**src/rtl/sd_pkg.sv**
```systemverilog
// sd_pkg
//   Shared types and constants for the SD controller AXI4-Lite bridge.
//   sd_state_e : bridge FSM state encoding
//   RESP_OKAY  : AXI OKAY response code, the only response the bridge returns
//   BE_ALL     : byte enable used for full-word reads of the SD port
package sd_pkg;

   typedef enum logic [2:0] {
      ST_IDLE     = 3'd0,
      ST_WR_ISSUE = 3'd1,
      ST_WR_RESP  = 3'd2,
      ST_RD_ISSUE = 3'd3,
      ST_RD_WAIT  = 3'd4,
      ST_RD_RESP  = 3'd5
   } sd_state_e;

   localparam logic [1:0] RESP_OKAY = 2'b00;
   localparam logic [7:0] BE_ALL    = 8'hFF;

endpackage

```
**src/rtl/sd_axil_bridge.sv**
```systemverilog
// sd_axil_bridge
//   AXI4-Lite slave that turns single read/write transactions into one-cycle
//   accesses on the SD controller register/buffer port. One transaction is in
//   flight at a time; simultaneous write and read requests alternate.
//
//   Parameter
//     RD_LAT        cycles from the spisd_en read cycle to valid spisd_rddata (1..4)
//   Ports
//     msoc_clk      clock
//     rstn          asynchronous active-low reset
//     s_aw*/s_w*    AXI write address / write data channels (inputs + readies)
//     s_b*          AXI write response channel
//     s_ar*         AXI read address channel
//     s_r*          AXI read data channel
//     spisd_en      one-cycle access strobe to the SD controller
//     spisd_we      write qualifier for spisd_en
//     spisd_be      byte enables of the access
//     spisd_addr    access address, held between accesses
//     spisd_wrdata  write data
//     spisd_rddata  read data returned RD_LAT cycles after the read strobe
//
//   state       | meaning
//   ------------+----------------------------------------------------------
//   ST_IDLE     | waiting for a write pair (AW+W) or a read (AR); grants here
//   ST_WR_ISSUE | spisd write strobe cycle (suppressed when wstrb is zero)
//   ST_WR_RESP  | s_bvalid held until s_bready
//   ST_RD_ISSUE | spisd read strobe cycle
//   ST_RD_WAIT  | counting down RD_LAT cycles, samples spisd_rddata at the end
//   ST_RD_RESP  | s_rvalid held with stable s_rdata until s_rready
module sd_axil_bridge
   import sd_pkg::*;
#(
   parameter int RD_LAT = 1
) (
   input  logic        msoc_clk,
   input  logic        rstn,

   input  logic [15:0] s_awaddr,
   input  logic        s_awvalid,
   output logic        s_awready,

   input  logic [63:0] s_wdata,
   input  logic [7:0]  s_wstrb,
   input  logic        s_wvalid,
   output logic        s_wready,

   output logic [1:0]  s_bresp,
   output logic        s_bvalid,
   input  logic        s_bready,

   input  logic [15:0] s_araddr,
   input  logic        s_arvalid,
   output logic        s_arready,

   output logic [63:0] s_rdata,
   output logic [1:0]  s_rresp,
   output logic        s_rvalid,
   input  logic        s_rready,

   output logic        spisd_en,
   output logic        spisd_we,
   output logic [7:0]  spisd_be,
   output logic [15:0] spisd_addr,
   output logic [63:0] spisd_wrdata,
   input  logic [63:0] spisd_rddata
);

   // Down-counter start value: terminal count 0 marks the last wait cycle.
   localparam logic [1:0] WAIT_LOAD = 2'(RD_LAT - 1);

   sd_state_e   r_state;
   logic        r_last_wr;
   logic [1:0]  r_wait_cnt;

   logic        r_spisd_en;
   logic        r_spisd_we;
   logic [7:0]  r_spisd_be;
   logic [15:0] r_spisd_addr;
   logic [63:0] r_spisd_wrdata;
   logic        r_bvalid;
   logic        r_rvalid;
   logic [63:0] r_rdata;

   logic        w_idle;
   logic        w_wr_pend;
   logic        w_rd_pend;
   logic        w_grant_wr;
   logic        w_grant_rd;

   // Readies are combinational so they can rise in the same cycle the
   // request becomes complete. rstn gates them so that reset forces them low
   // even while the valids are high.
   assign w_idle     = rstn & (r_state == ST_IDLE);
   assign w_wr_pend  = s_awvalid & s_wvalid;
   assign w_rd_pend  = s_arvalid;
   assign w_grant_wr = w_idle & w_wr_pend & (~w_rd_pend | ~r_last_wr);
   assign w_grant_rd = w_idle & w_rd_pend & ~w_grant_wr;

   assign s_awready    = w_grant_wr;
   assign s_wready     = w_grant_wr;
   assign s_arready    = w_grant_rd;

   assign s_bvalid     = r_bvalid;
   assign s_bresp      = RESP_OKAY;
   assign s_rvalid     = r_rvalid;
   assign s_rresp      = RESP_OKAY;
   assign s_rdata      = r_rdata;

   assign spisd_en     = r_spisd_en;
   assign spisd_we     = r_spisd_we;
   assign spisd_be     = r_spisd_be;
   assign spisd_addr   = r_spisd_addr;
   assign spisd_wrdata = r_spisd_wrdata;

   always_ff @(posedge msoc_clk or negedge rstn) begin
      if (!rstn) begin
         r_state        <= ST_IDLE;
         r_last_wr      <= 1'b0;
         r_wait_cnt     <= 2'd0;
         r_spisd_en     <= 1'b0;
         r_spisd_we     <= 1'b0;
         r_spisd_be     <= 8'd0;
         r_spisd_addr   <= 16'd0;
         r_spisd_wrdata <= 64'd0;
         r_bvalid       <= 1'b0;
         r_rvalid       <= 1'b0;
         r_rdata        <= 64'd0;
      end else begin
         // Strobes are single-cycle; only the grant below raises them.
         r_spisd_en <= 1'b0;
         r_spisd_we <= 1'b0;

         case (r_state)
            ST_IDLE: begin
               if (w_grant_wr) begin
                  r_state        <= ST_WR_ISSUE;
                  r_last_wr      <= 1'b1;
                  r_spisd_en     <= |s_wstrb;
                  r_spisd_we     <= 1'b1;
                  r_spisd_be     <= s_wstrb;
                  r_spisd_addr   <= s_awaddr;
                  r_spisd_wrdata <= s_wdata;
               end else if (w_grant_rd) begin
                  r_state      <= ST_RD_ISSUE;
                  r_last_wr    <= 1'b0;
                  r_spisd_en   <= 1'b1;
                  r_spisd_we   <= 1'b0;
                  r_spisd_be   <= BE_ALL;
                  r_spisd_addr <= s_araddr;
               end
            end

            ST_WR_ISSUE: begin
               r_state  <= ST_WR_RESP;
               r_bvalid <= 1'b1;
            end

            ST_WR_RESP: begin
               if (s_bready) begin
                  r_state  <= ST_IDLE;
                  r_bvalid <= 1'b0;
               end
            end

            ST_RD_ISSUE: begin
               r_state    <= ST_RD_WAIT;
               r_wait_cnt <= WAIT_LOAD;
            end

            ST_RD_WAIT: begin
               if (r_wait_cnt == 2'd0) begin
                  r_state  <= ST_RD_RESP;
                  r_rdata  <= spisd_rddata;
                  r_rvalid <= 1'b1;
               end else begin
                  r_wait_cnt <= r_wait_cnt - 2'd1;
               end
            end

            ST_RD_RESP: begin
               if (s_rready) begin
                  r_state  <= ST_IDLE;
                  r_rvalid <= 1'b0;
               end
            end

            default: begin
               r_state <= ST_IDLE;
            end
         endcase
      end
   end

endmodule

```
**config.mk**
```make
export PLATFORM = sky130hd
export DESIGN_NAME = sd_axil_bridge
export DESIGN_NICKNAME = d
export VERILOG_FILES = /design/src/rtl/sd_pkg.sv /design/src/rtl/sd_axil_bridge.sv
export SDC_FILE = /design/constraint.sdc
export NUM_CORES = 1
export LEC_CHECK = 0
export ABC_AREA = 1
export CORE_MARGIN = 8
export CORE_UTILIZATION = 34
export DETAILED_ROUTE_END_ITERATION = 10
export GPL_ROUTABILITY_DRIVEN = 1
export PLACE_DENSITY_LB_ADDON = 0.2
export SYNTH_ARGS = -nofsm -noshare
export SYNTH_HDL_FRONTEND = slang
export SYNTH_SLANG_ARGS = --single-unit
```
**constraint.sdc**
```tcl
create_clock -name msoc_clk -period 3.29 [get_ports msoc_clk]
set_input_delay 0.329 -clock msoc_clk [delete_from_list [all_inputs] [get_ports msoc_clk]]
set_output_delay 0.329 -clock msoc_clk [all_outputs]
set_load 0.05 [all_outputs]
```
# Word level (Yosys, flattened, before mapping)
# Index checks and enable logic that the tools add are counted.
# word_totals
register_bits	162
inputBits	175
output_inout_bits	163
word_cells	70
# op_classes
addsub	1
n_eq_ne	10
n_mux	24
bitwise	10
reduce_logical	14
# op_table
op	count
16-bit 2-to-1 mux	2
3-bit one-hot mux with 6 select lines	1
8-bit 2-to-1 mux	2
3-bit 2-to-1 mux	5
1-bit 2-to-1 mux	10
2-bit AND reduction	5
2-bit != test (second input constant)	4
2-bit nonzero test	4
8-bit OR reduction	1
1-bit AND	6
3-bit by 2-bit == test with 1-bit output (second input constant)	2
3-bit == test (second input constant)	2
1-bit one-hot mux with 2 select lines	2
2-bit one-hot mux with 2 select lines	1
4-bit AND reduction	1
3-bit by 1-bit == test with 1-bit output (second input constant)	1
3-bit zero test	1
3-bit != test (second input constant)	1
1-bit NOT	3
3-bit AND reduction	1
2-bit zero test	1
2-bit 2-to-1 mux	1
2-bit by 1-bit subtractor with 2-bit output (second input constant)	1
1-bit OR	1

# Longest topological paths before layout
# Gate-level depths: netlist of the first run.
# logic_depth
word_depth	9
depth_mapped	9
depth_no_buf	8

# Least setup slack after synthesis of the first run
# OpenSTA, ideal clock, no wires.
# synth_timing
path_kind	register to output
from	reg r_state[1]
to	out s_arready
arrival_time_ps	1751
required_ps	2961
slack_ps	1210
path_stages_with_launch	4
path_cell_list	dfrtp_1 > nor2_4 > nand3_2 > nor3_1
# synth_between
elab_chain_len	6
elab_cells_between_ends	7
cone_classes	bitwise (6); reduce/logical (1)
# synth_lines
element	line	rtl
from (decl)	sd_axil_bridge.sv:71	sd_state_e r_state;
from (signal assigned)	sd_axil_bridge.sv:117	r_state <= ST_IDLE;
from (signal assigned)	sd_axil_bridge.sv:136	r_state <= ST_WR_ISSUE;
from (signal assigned)	sd_axil_bridge.sv:144	r_state <= ST_RD_ISSUE;
3-bit zero test *	sd_axil_bridge.sv:93	assign w_idle = rstn & (r_state == ST_IDLE);
1-bit AND *	sd_axil_bridge.sv:93	
1-bit AND (2 in a row)	sd_axil_bridge.sv:96	assign w_grant_wr = w_idle & w_wr_pend & (~w_rd_pend | ~r_last_wr);
1-bit NOT	sd_axil_bridge.sv:97	assign w_grant_rd = w_idle & w_rd_pend & ~w_grant_wr;
1-bit AND *	sd_axil_bridge.sv:97	
to (decl)	sd_axil_bridge.sv:53	output logic s_arready,
# Mark *: on every way between the ends. The rest lies on a longest branch, timed or not.

# Worst setup path in the final report of the first run
# Same ends and word-level chain as after synthesis.

==> impl_metrics.prom, run 1 <==
# TYPE chip_impl_metric gauge
chip_impl_metric{name="hold_buffers",unit=""} 0
chip_impl_metric{name="yosys.area_share.xor_xnor",unit="%"} 0
chip_impl_metric{name="drv_slew",unit=""} 0
chip_impl_info{name="synth_top_area_cell",value="sky130_fd_sc_hd__dfrtp_1"} 1
chip_impl_metric{name="ctsLongestPathBuffers",unit=""} 2
chip_impl_metric{name="finalCriticalPeriod",unit="ns"} 2.59
chip_impl_metric{name="tritoncts_num_sinks",unit=""} 162
chip_impl_metric{name="synth.lib_cells_used.distinct",unit=""} 22
chip_impl_metric{name="fp-row-count",unit=""} 51
chip_impl_metric{name="number_of_synthesized_register_bits",unit=""} 162
chip_impl_metric{name="globalplace.congestion",unit=""} 0.764
chip_impl_metric{name="finalNonFillerCells",unit=""} 1394
chip_impl_metric{name="leakagePower",unit="uW"} 0.00516
chip_impl_metric{name="grt_antenna_before_repair",unit=""} 0
chip_impl_metric{name="fin_crit_sh",unit="%"} 78.6
chip_impl_metric{name="ios",unit=""} 338
chip_impl_info{name="cp-start-kind",value="flop"} 1
chip_impl_metric{name="fmax",unit="GHz"} 0.387
chip_impl_metric{name="place_hpwl",unit="mm"} 16.6
chip_impl_metric{name="final.setup_skew",unit="ns"} 0.0123
chip_impl_metric{name="yosysTopAreaCellShare",unit="%"} 60.5
chip_impl_metric{name="post_synth_instance_area",unit="sq mm"} 0.00670
chip_impl_metric{name="port_buffers",unit=""} 333
chip_impl_info{name="worstHoldPathType",value="in -> async"} 1
chip_impl_info{name="crit_path_category",value="reg -> out"} 1
chip_impl_metric{name="route.vias.total",unit=""} 6172
chip_impl_info{name="largest_family_of_logic_cells_by_synthesized_area",value="simple AND/OR/NAND/NOR gates"} 1
chip_impl_metric{name="grt_first_pass_wirelength",unit="mm"} 35.4
chip_impl_metric{name="design.die.area",unit="sq mm"} 0.0245
chip_impl_metric{name="reg2reg_depth",unit=""} 9
chip_impl_metric{name="setup_total_negative_slack",unit="ns"} 0
chip_impl_info{name="yosys-top-cells-area",value="sky130_fd_sc_hd__dfrtp_1 (61%), sky130_fd_sc_hd__nand2_1 (22%), sky130_fd_sc_hd__o21ai_0 (5.0%)"} 1
chip_impl_metric{name="critical_path_buf_inv_count",unit=""} 1
chip_impl_metric{name="num-nets-final",unit=""} 1292
chip_impl_metric{name="groute.usage.overall",unit="%"} 18.6
chip_impl_metric{name="slew-limit-headroom",unit="%"} 48.4
chip_impl_metric{name="globalRouteOverflowTotal",unit=""} 0
chip_impl_info{name="most_frequent_cell_after_synthesis",value="sky130_fd_sc_hd__nand2_1"} 1
chip_impl_metric{name="dp.cells",unit=""} 1362
chip_impl_metric{name="synthAdderAreaFrac",unit="%"} 0.187
chip_impl_metric{name="drc",unit=""} 0
chip_impl_metric{name="synth_simple_gate_area_share",unit="%"} 26.9
chip_impl_metric{name="cap_viol_max_count",unit=""} 0
chip_impl_metric{name="synth-compound-area-share",unit="%"} 5.53
chip_impl_metric{name="ys_warn_count",unit=""} 0
chip_impl_metric{name="power.ir.vdd_worst",unit="uV"} 506
chip_impl_metric{name="drt_iter0_markers",unit=""} 392
chip_impl_metric{name="clock_network_latency_to_the_later_pin_of_the_worst_skew_pair",unit="ns"} 0.42
chip_impl_metric{name="crit_cells",unit=""} 4
chip_impl_metric{name="detail-route-antenna-nets",unit=""} 0
chip_impl_metric{name="setup-violations-final",unit=""} 0
chip_impl_metric{name="cts_post_setup_buffers_inserted",unit=""} 0
chip_impl_metric{name="post_synth_inst_count",unit=""} 797
chip_impl_info{name="grt_setup_unrepaired",value="no"} 1
chip_impl_metric{name="core-area",unit="sq mm"} 0.0194
chip_impl_info{name="worst_path_dominant_cell_family",value="buffers and inverters"} 1
chip_impl_metric{name="synth_edf_count",unit=""} 0
chip_impl_metric{name="worst_path_largest_cell_delay",unit="ns"} 0.88
chip_impl_info{name="worst_setup_path_end_kind",value="primary output"} 1
chip_impl_info{name="outcome",value="finished clean"} 1
chip_impl_info{name="crit_path_cell_trace",value="nor2_4, nand3_2, nor3_1, clkdlybuf4s50_1"} 1
chip_impl_metric{name="layout-drive-gt1-share",unit="%"} 5.05
chip_impl_metric{name="number_of_levels_the_h_tree_was_split_into",unit=""} 4
chip_impl_metric{name="synth_area_per_cell",unit="sq um"} 8.41
chip_impl_metric{name="die_width",unit="um"} 156
chip_impl_metric{name="insertedDiodeCount",unit=""} 0
chip_impl_metric{name="via_per_inst",unit=""} 4.43
chip_impl_metric{name="detail_route.wl_per_cell",unit="um"} 16.4
chip_impl_info{name="post_synth_most_frequent_cells",value="sky130_fd_sc_hd__nand2_1 (399), sky130_fd_sc_hd__dfrtp_1 (162), sky130_fd_sc_hd__o21ai_0 (67)"} 1
chip_impl_info{name="cts-root-buf",value="sky130_fd_sc_hd__clkbuf_16"} 1
chip_impl_metric{name="clk_pin_slew",unit="ns"} 0.07
chip_impl_metric{name="async_flop_share",unit="%"} 100
chip_impl_info{name="cp_slowest_cell",value="sky130_fd_sc_hd__clkdlybuf4s50_1"} 1
chip_impl_metric{name="synth.yosys.seq_area_share",unit="%"} 60.5
chip_impl_metric{name="tightestPinTransition",unit="ns"} 0.774
chip_impl_metric{name="critical_path_arrival",unit="ns"} 2.26
chip_impl_metric{name="floorplan.initialDensity",unit="%"} 34.5
chip_impl_metric{name="grt_start_max_net_pins",unit=""} 84
chip_impl_metric{name="hold_viol_final",unit=""} 0
chip_impl_metric{name="total_power_divided_by_cell_area",unit="mW/mm^2"} 1150
chip_impl_metric{name="cts-resized-gates",unit=""} 0
chip_impl_metric{name="path_max_fanout",unit=""} 5
chip_impl_info{name="cts_tree",value="done"} 1
chip_impl_metric{name="detail_route.first_pass.iterations",unit=""} 4
chip_impl_metric{name="tritoncts.num_buffers",unit=""} 17
chip_impl_metric{name="vias_in_the_first_global_route",unit=""} 6126
chip_impl_metric{name="detail_route.wirelength",unit="mm"} 22.9
chip_impl_metric{name="critical_path_required",unit="ns"} 2.96
chip_impl_metric{name="die-height",unit="um"} 156
chip_impl_info{name="synth_top_flop_cell",value="sky130_fd_sc_hd__dfrtp_1"} 1
chip_impl_metric{name="flow.area_growth_from_synthesis",unit="%"} 61.6
chip_impl_metric{name="synth_mux_area_share",unit="%"} 0
==> report_power, final <==
group | leakage (uW) | total (uW) | switching [uW] | internal [uW]
Clock | 0.000278 | 1950 | 852 | 1100
Sequential | 0.00197 | 3420 | 487 | 2940
Combinational | 0.00291 | 7060 | 4900 | 2170
==> sequential cells by signal, indices dropped and copies added, names as in the netlist <==
signal,flops
spisd_wrdata,64
s_bvalid,1
spisd_addr,16
s_rdata,64
spisd_be,8
spisd_we,1
r_last_wr,1
spisd_en,1
r_state,3
s_rvalid,1
r_wait_cnt,2
==> per-layer routing <==
layer / track usage (%) / share of wire [%] / vias to the layer above
met5: 0 / 0 / -
met2: 30.8 / 49 / 217
met1: 22.2 / 40 / 2873
met3: 7.31 / 9.7 / 20
met4: 5.03 / 1.5 / 0
li1: - / - / 3062
==> placed cells by master, fill, tap and decap left out <==
| cell | synthesis | final |
|---|---|---|
| sky130_fd_sc_hd__o21ai_4 | 1 | 1 |
| sky130_fd_sc_hd__inv_2 | 5 | 5 |
| sky130_fd_sc_hd__nand4_1 | 2 | 2 |
| sky130_fd_sc_hd__clkbuf_16 | 0 | 17 |
| sky130_fd_sc_hd__nand2_1 | 399 | 398 |
| sky130_fd_sc_hd__nor2_1 | 35 | 34 |
| sky130_fd_sc_hd__o22ai_1 | 1 | 1 |
| sky130_fd_sc_hd__nand2_2 | 0 | 1 |
| sky130_fd_sc_hd__buf_12 | 0 | 4 |
| sky130_fd_sc_hd__clkinv_4 | 0 | 3 |
| sky130_fd_sc_hd__o21ai_1 | 1 | 1 |
| sky130_fd_sc_hd__clkbuf_8 | 0 | 2 |
| sky130_fd_sc_hd__clkinv_2 | 0 | 2 |
| sky130_fd_sc_hd__nand3_2 | 1 | 1 |
| sky130_fd_sc_hd__buf_6 | 2 | 1 |
| sky130_fd_sc_hd__buf_4 | 19 | 9 |
| sky130_fd_sc_hd__nand3_1 | 25 | 25 |
| sky130_fd_sc_hd__inv_1 | 45 | 45 |
| sky130_fd_sc_hd__clkdlybuf4s50_1 | 0 | 330 |
| sky130_fd_sc_hd__nor3_1 | 1 | 1 |
| sky130_fd_sc_hd__ha_1 | 1 | 1 |
| sky130_fd_sc_hd__clkinvlp_4 | 0 | 3 |
| sky130_fd_sc_hd__bufinv_16 | 0 | 1 |
| sky130_fd_sc_hd__dfrtp_1 | 162 | 162 |
| sky130_fd_sc_hd__o31ai_1 | 1 | 1 |
| sky130_fd_sc_hd__nor2_4 | 1 | 3 |
| sky130_fd_sc_hd__inv_8 | 0 | 1 |
| sky130_fd_sc_hd__inv_6 | 0 | 3 |
| sky130_fd_sc_hd__o21ai_0 | 67 | 67 |
| sky130_fd_sc_hd__conb_1 | 1 | 4 |
==> worst reg2reg max path, delay by kind of cell (launching register included) <==
kind,cells,cell delay (ns)
buffers and inverters,3,0.63
adders and majority gates,1,0.19
DFF,1,0.36
and+or+nand+nor,5,0.64
==> final timing paths <==
| check | start | end | slack (ns) |
|---|---|---|---|
| max | r_state[1] | s_arready | 0.70 |
| min | rstn | s_rdata[61] | 0.04 |
| max reg2reg | r_wait_cnt[0] | r_state[2] | 1.35 |
| min reg2reg | spisd_wrdata[41] | spisd_wrdata[41] | 0.47 |
| max in group asynchronous | rstn | spisd_wrdata[26] | 2.02 |
| min in group msoc_clk | rstn | spisd_we | 0.26 |
==> through the flow <==
step                worst slack (ns)  hold slack (ns)  cell area (sq um)  power (uW)  util [%]
detailed placement             0.822            0.457              10200       10600      52.8
global placement               0.824            0.453              10200       10500      52.8
floorplan                       1.21           0.0334               6710        7910         -
CTS                            0.681           0.0460              10800       12600      55.8
finish                         0.704           0.0426              10800       12400      55.8
global route                   0.621           0.0783              10800       13100      55.8
==> final cells by class <==
type,instances,area (sq um)
multi-input combinational,541,2210
tap,265,332
fill,1852,8570
clock buffer,19,453
sequential,162,4050
clock inverter,13,126
timing repair buffer,344,3460
inverter,50,188
==> cell families after synthesis <==
family	Yosys count
and+or+nand+nor	465
DFF	162
buffers and inverters	97
AOI/OAI and AO/OA	71
adders and majority gates	1
other	1
No activity file was read; power rests on OpenSTA's default activity.
==> run 2, diff against run 1 <==
Clock period 3.29 ns to 2.7 ns, I/O delays scaled along.
==> run 2 against run 1 <==
Against the previous run: sequential cell count unchanged; clock power up 25%; first-iteration DRC count down 26%; largest cell class unchanged; largest power group unchanged; highest routed layer unchanged.
==> impl_metrics.prom, run 2 (synthesis gave the netlist of run 1 again) <==
# TYPE chip_impl_metric gauge
chip_impl_info{name="outcome",value="finished clean"} 1
chip_impl_metric{name="grt_antenna_before_repair",unit=""} 0
chip_impl_info{name="timing.rr.start",value="r_wait_cnt[0]"} 1
chip_impl_metric{name="crit_cells",unit=""} 5
chip_impl_metric{name="detail_route.first_pass.iterations",unit=""} 6
chip_impl_metric{name="power.ir.vdd_worst",unit="uV"} 675
chip_impl_info{name="crit_path_cell_trace",value="nor2_4, nand3_2, nor2_4, buf_12, buf_12"} 1
chip_impl_metric{name="slew-limit-headroom",unit="%"} 46.3
chip_impl_metric{name="setup_total_negative_slack",unit="ns"} 0
chip_impl_metric{name="finalNonFillerCells",unit=""} 1395
chip_impl_metric{name="final.setup_skew",unit="ns"} 0.00940
chip_impl_metric{name="hold_slack",unit="ns"} 0.385
chip_impl_metric{name="num-nets-final",unit=""} 1293
chip_impl_metric{name="worst_path_largest_cell_delay",unit="ns"} 0.45
chip_impl_metric{name="route.vias.total",unit=""} 6154
chip_impl_metric{name="detail_route.wirelength",unit="mm"} 23.0
chip_impl_metric{name="fp-row-count",unit=""} 51
chip_impl_metric{name="dp.cells",unit=""} 1362
chip_impl_metric{name="drt_iter0_markers",unit=""} 289
chip_impl_metric{name="design.die.area",unit="sq mm"} 0.0245
chip_impl_info{name="worst_setup_path_end_kind",value="primary output"} 1
chip_impl_metric{name="vias_in_the_first_global_route",unit=""} 6280
chip_impl_info{name="grt_setup_unrepaired",value="no"} 1
chip_impl_metric{name="flow.area_growth_from_synthesis",unit="%"} 61.8
chip_impl_metric{name="ios",unit=""} 338
chip_impl_metric{name="clk_pin_slew",unit="ns"} 0.07
chip_impl_metric{name="globalRouteOverflowTotal",unit=""} 0
chip_impl_info{name="crit_end",value="s_awready"} 1
chip_impl_info{name="worst_path_dominant_cell_family",value="buffers and inverters"} 1
chip_impl_info{name="mostFrequentLayoutCells",value="sky130_fd_sc_hd__nand2_1 (398), sky130_fd_sc_hd__clkdlybuf4s50_1 (329), sky130_fd_sc_hd__dfrtp_1 (162)"} 1
chip_impl_metric{name="port_buffers",unit=""} 333
chip_impl_info{name="cp-start-kind",value="flop"} 1
chip_impl_metric{name="total_power_divided_by_cell_area",unit="mW/mm^2"} 1400
chip_impl_metric{name="cts-resized-gates",unit=""} 0
chip_impl_metric{name="ctsLongestPathBuffers",unit=""} 2
chip_impl_metric{name="tritoncts_num_sinks",unit=""} 162
chip_impl_metric{name="worst-r2r-setup-slack",unit="ns"} 0.79
chip_impl_metric{name="floorplan.initialDensity",unit="%"} 34.5
chip_impl_info{name="final_common_cell",value="sky130_fd_sc_hd__nand2_1"} 1
chip_impl_metric{name="setup-violations-final",unit=""} 0
chip_impl_metric{name="critical_path_arrival",unit="ns"} 1.98
chip_impl_metric{name="clock_network_latency_to_the_later_pin_of_the_worst_skew_pair",unit="ns"} 0.42
chip_impl_metric{name="finalCriticalPeriod",unit="ns"} 2.25
chip_impl_metric{name="layout-drive-gt1-share",unit="%"} 4.87
chip_impl_info{name="crit-reg2reg-capture",value="r_state[2]"} 1
chip_impl_metric{name="detail_route.wl_per_cell",unit="um"} 16.5
chip_impl_metric{name="critical_path_buf_inv_count",unit=""} 2
chip_impl_info{name="crit_path_category",value="reg -> out"} 1
chip_impl_metric{name="tritoncts.num_buffers",unit=""} 17
chip_impl_metric{name="cts_post_setup_buffers_inserted",unit=""} 0
chip_impl_info{name="startpoint",value="r_state[1]"} 1
chip_impl_metric{name="fmax",unit="GHz"} 0.444
chip_impl_metric{name="tightestPinTransition",unit="ns"} 0.805
chip_impl_metric{name="insertedDiodeCount",unit=""} 0
chip_impl_metric{name="globalplace.congestion",unit=""} 0.761
chip_impl_metric{name="grt_start_max_net_pins",unit=""} 84
chip_impl_metric{name="reg2reg_depth",unit=""} 9
chip_impl_info{name="cts_tree",value="done"} 1
chip_impl_metric{name="detail-route-antenna-nets",unit=""} 0
chip_impl_metric{name="number_of_levels_the_h_tree_was_split_into",unit=""} 4
chip_impl_metric{name="fin_crit_sh",unit="%"} 83.5
chip_impl_metric{name="critical_path_required",unit="ns"} 2.43
chip_impl_metric{name="drc",unit=""} 0
chip_impl_metric{name="place_hpwl",unit="mm"} 16.6
chip_impl_metric{name="whs_path_depth",unit=""} 3
chip_impl_info{name="cp_slowest_cell",value="sky130_fd_sc_hd__dfrtp_1"} 1
chip_impl_metric{name="drv_slew",unit=""} 0
chip_impl_metric{name="groute.usage.overall",unit="%"} 18.4
chip_impl_metric{name="die_width",unit="um"} 156
chip_impl_metric{name="die-height",unit="um"} 156
chip_impl_metric{name="leakagePower",unit="uW"} 0.00517
chip_impl_info{name="worstHoldPathType",value="in -> reg"} 1
chip_impl_metric{name="grt_first_pass_wirelength",unit="mm"} 35.1
chip_impl_metric{name="core-area",unit="sq mm"} 0.0194
chip_impl_metric{name="cap_viol_max_count",unit=""} 0
chip_impl_info{name="cts-root-buf",value="sky130_fd_sc_hd__clkbuf_16"} 1
chip_impl_metric{name="hold_viol_final",unit=""} 0
chip_impl_metric{name="path_max_fanout",unit=""} 83
chip_impl_metric{name="via_per_inst",unit=""} 4.41
==> run 2: final cells by class <==
cell class	instances	area [sq um]
flip-flops and latches	162	4050
repair buffers	345	3470
inverters	50	188
clock inverters	10	123
multi-input cells	541	2210
well taps	265	332
fillers	1799	8560
clock buffers	22	464
==> run 2: where the power goes <==
part	internal, uW	leakage (uW)	switching [uW]	total, uW
Sequential	3580	0.00197	601	4180
Combinational	2640	0.00292	5950	8600
Clock	1420	0.000278	1010	2430
==> run 2: per-layer routing <==
metal,track usage (%),wire (um),vias to the layer above
met4,6.50,386,0
met3,6.62,2080,20
met2,31.5,11500,211
met5,0,0,-
met1,20.8,9030,2868
li1,-,-,3055
==> run 2: timing repair <==
item	CTS	global route
hold buffers	1	0
endpoints found under the hold margin	38	0
setup endpoints to repair	0	0
==> run 2: how the worst min path moves through the flow <==
stage	slack, ns	startpoint	end
2_1_floorplan	-0.03	rstn	r_last_wr
5_1_grt	0.37	s_wdata[49]	spisd_wrdata[49]
3_5_place_dp	0.41	rstn	s_rdata[54]
6_report	0.39	s_wdata[50]	spisd_wrdata[50]
4_1_cts	0.36	s_wdata[50]	spisd_wrdata[50]
3_3_place_gp	0.42	rstn	s_rvalid
==> run 2: worst min-delay path, delay by kind of cell <==
family / cells / cell delay [ns]
buffers and inverters: 1 / 0.39
and+or+nand+nor: 2 / 0.10
==> run 2: through the flow <==
step                power, uW  worst slack [ns]  cell area [sq um]  util, %
finish                  15200             0.446              10800     55.9
detailed placement      12900             0.609              10200     52.8
floorplan                9640             0.679               6710        -
global route            16000             0.314              10800     55.9
CTS                     15400             0.425              10800     55.9
global placement        12800             0.641              10200     52.8
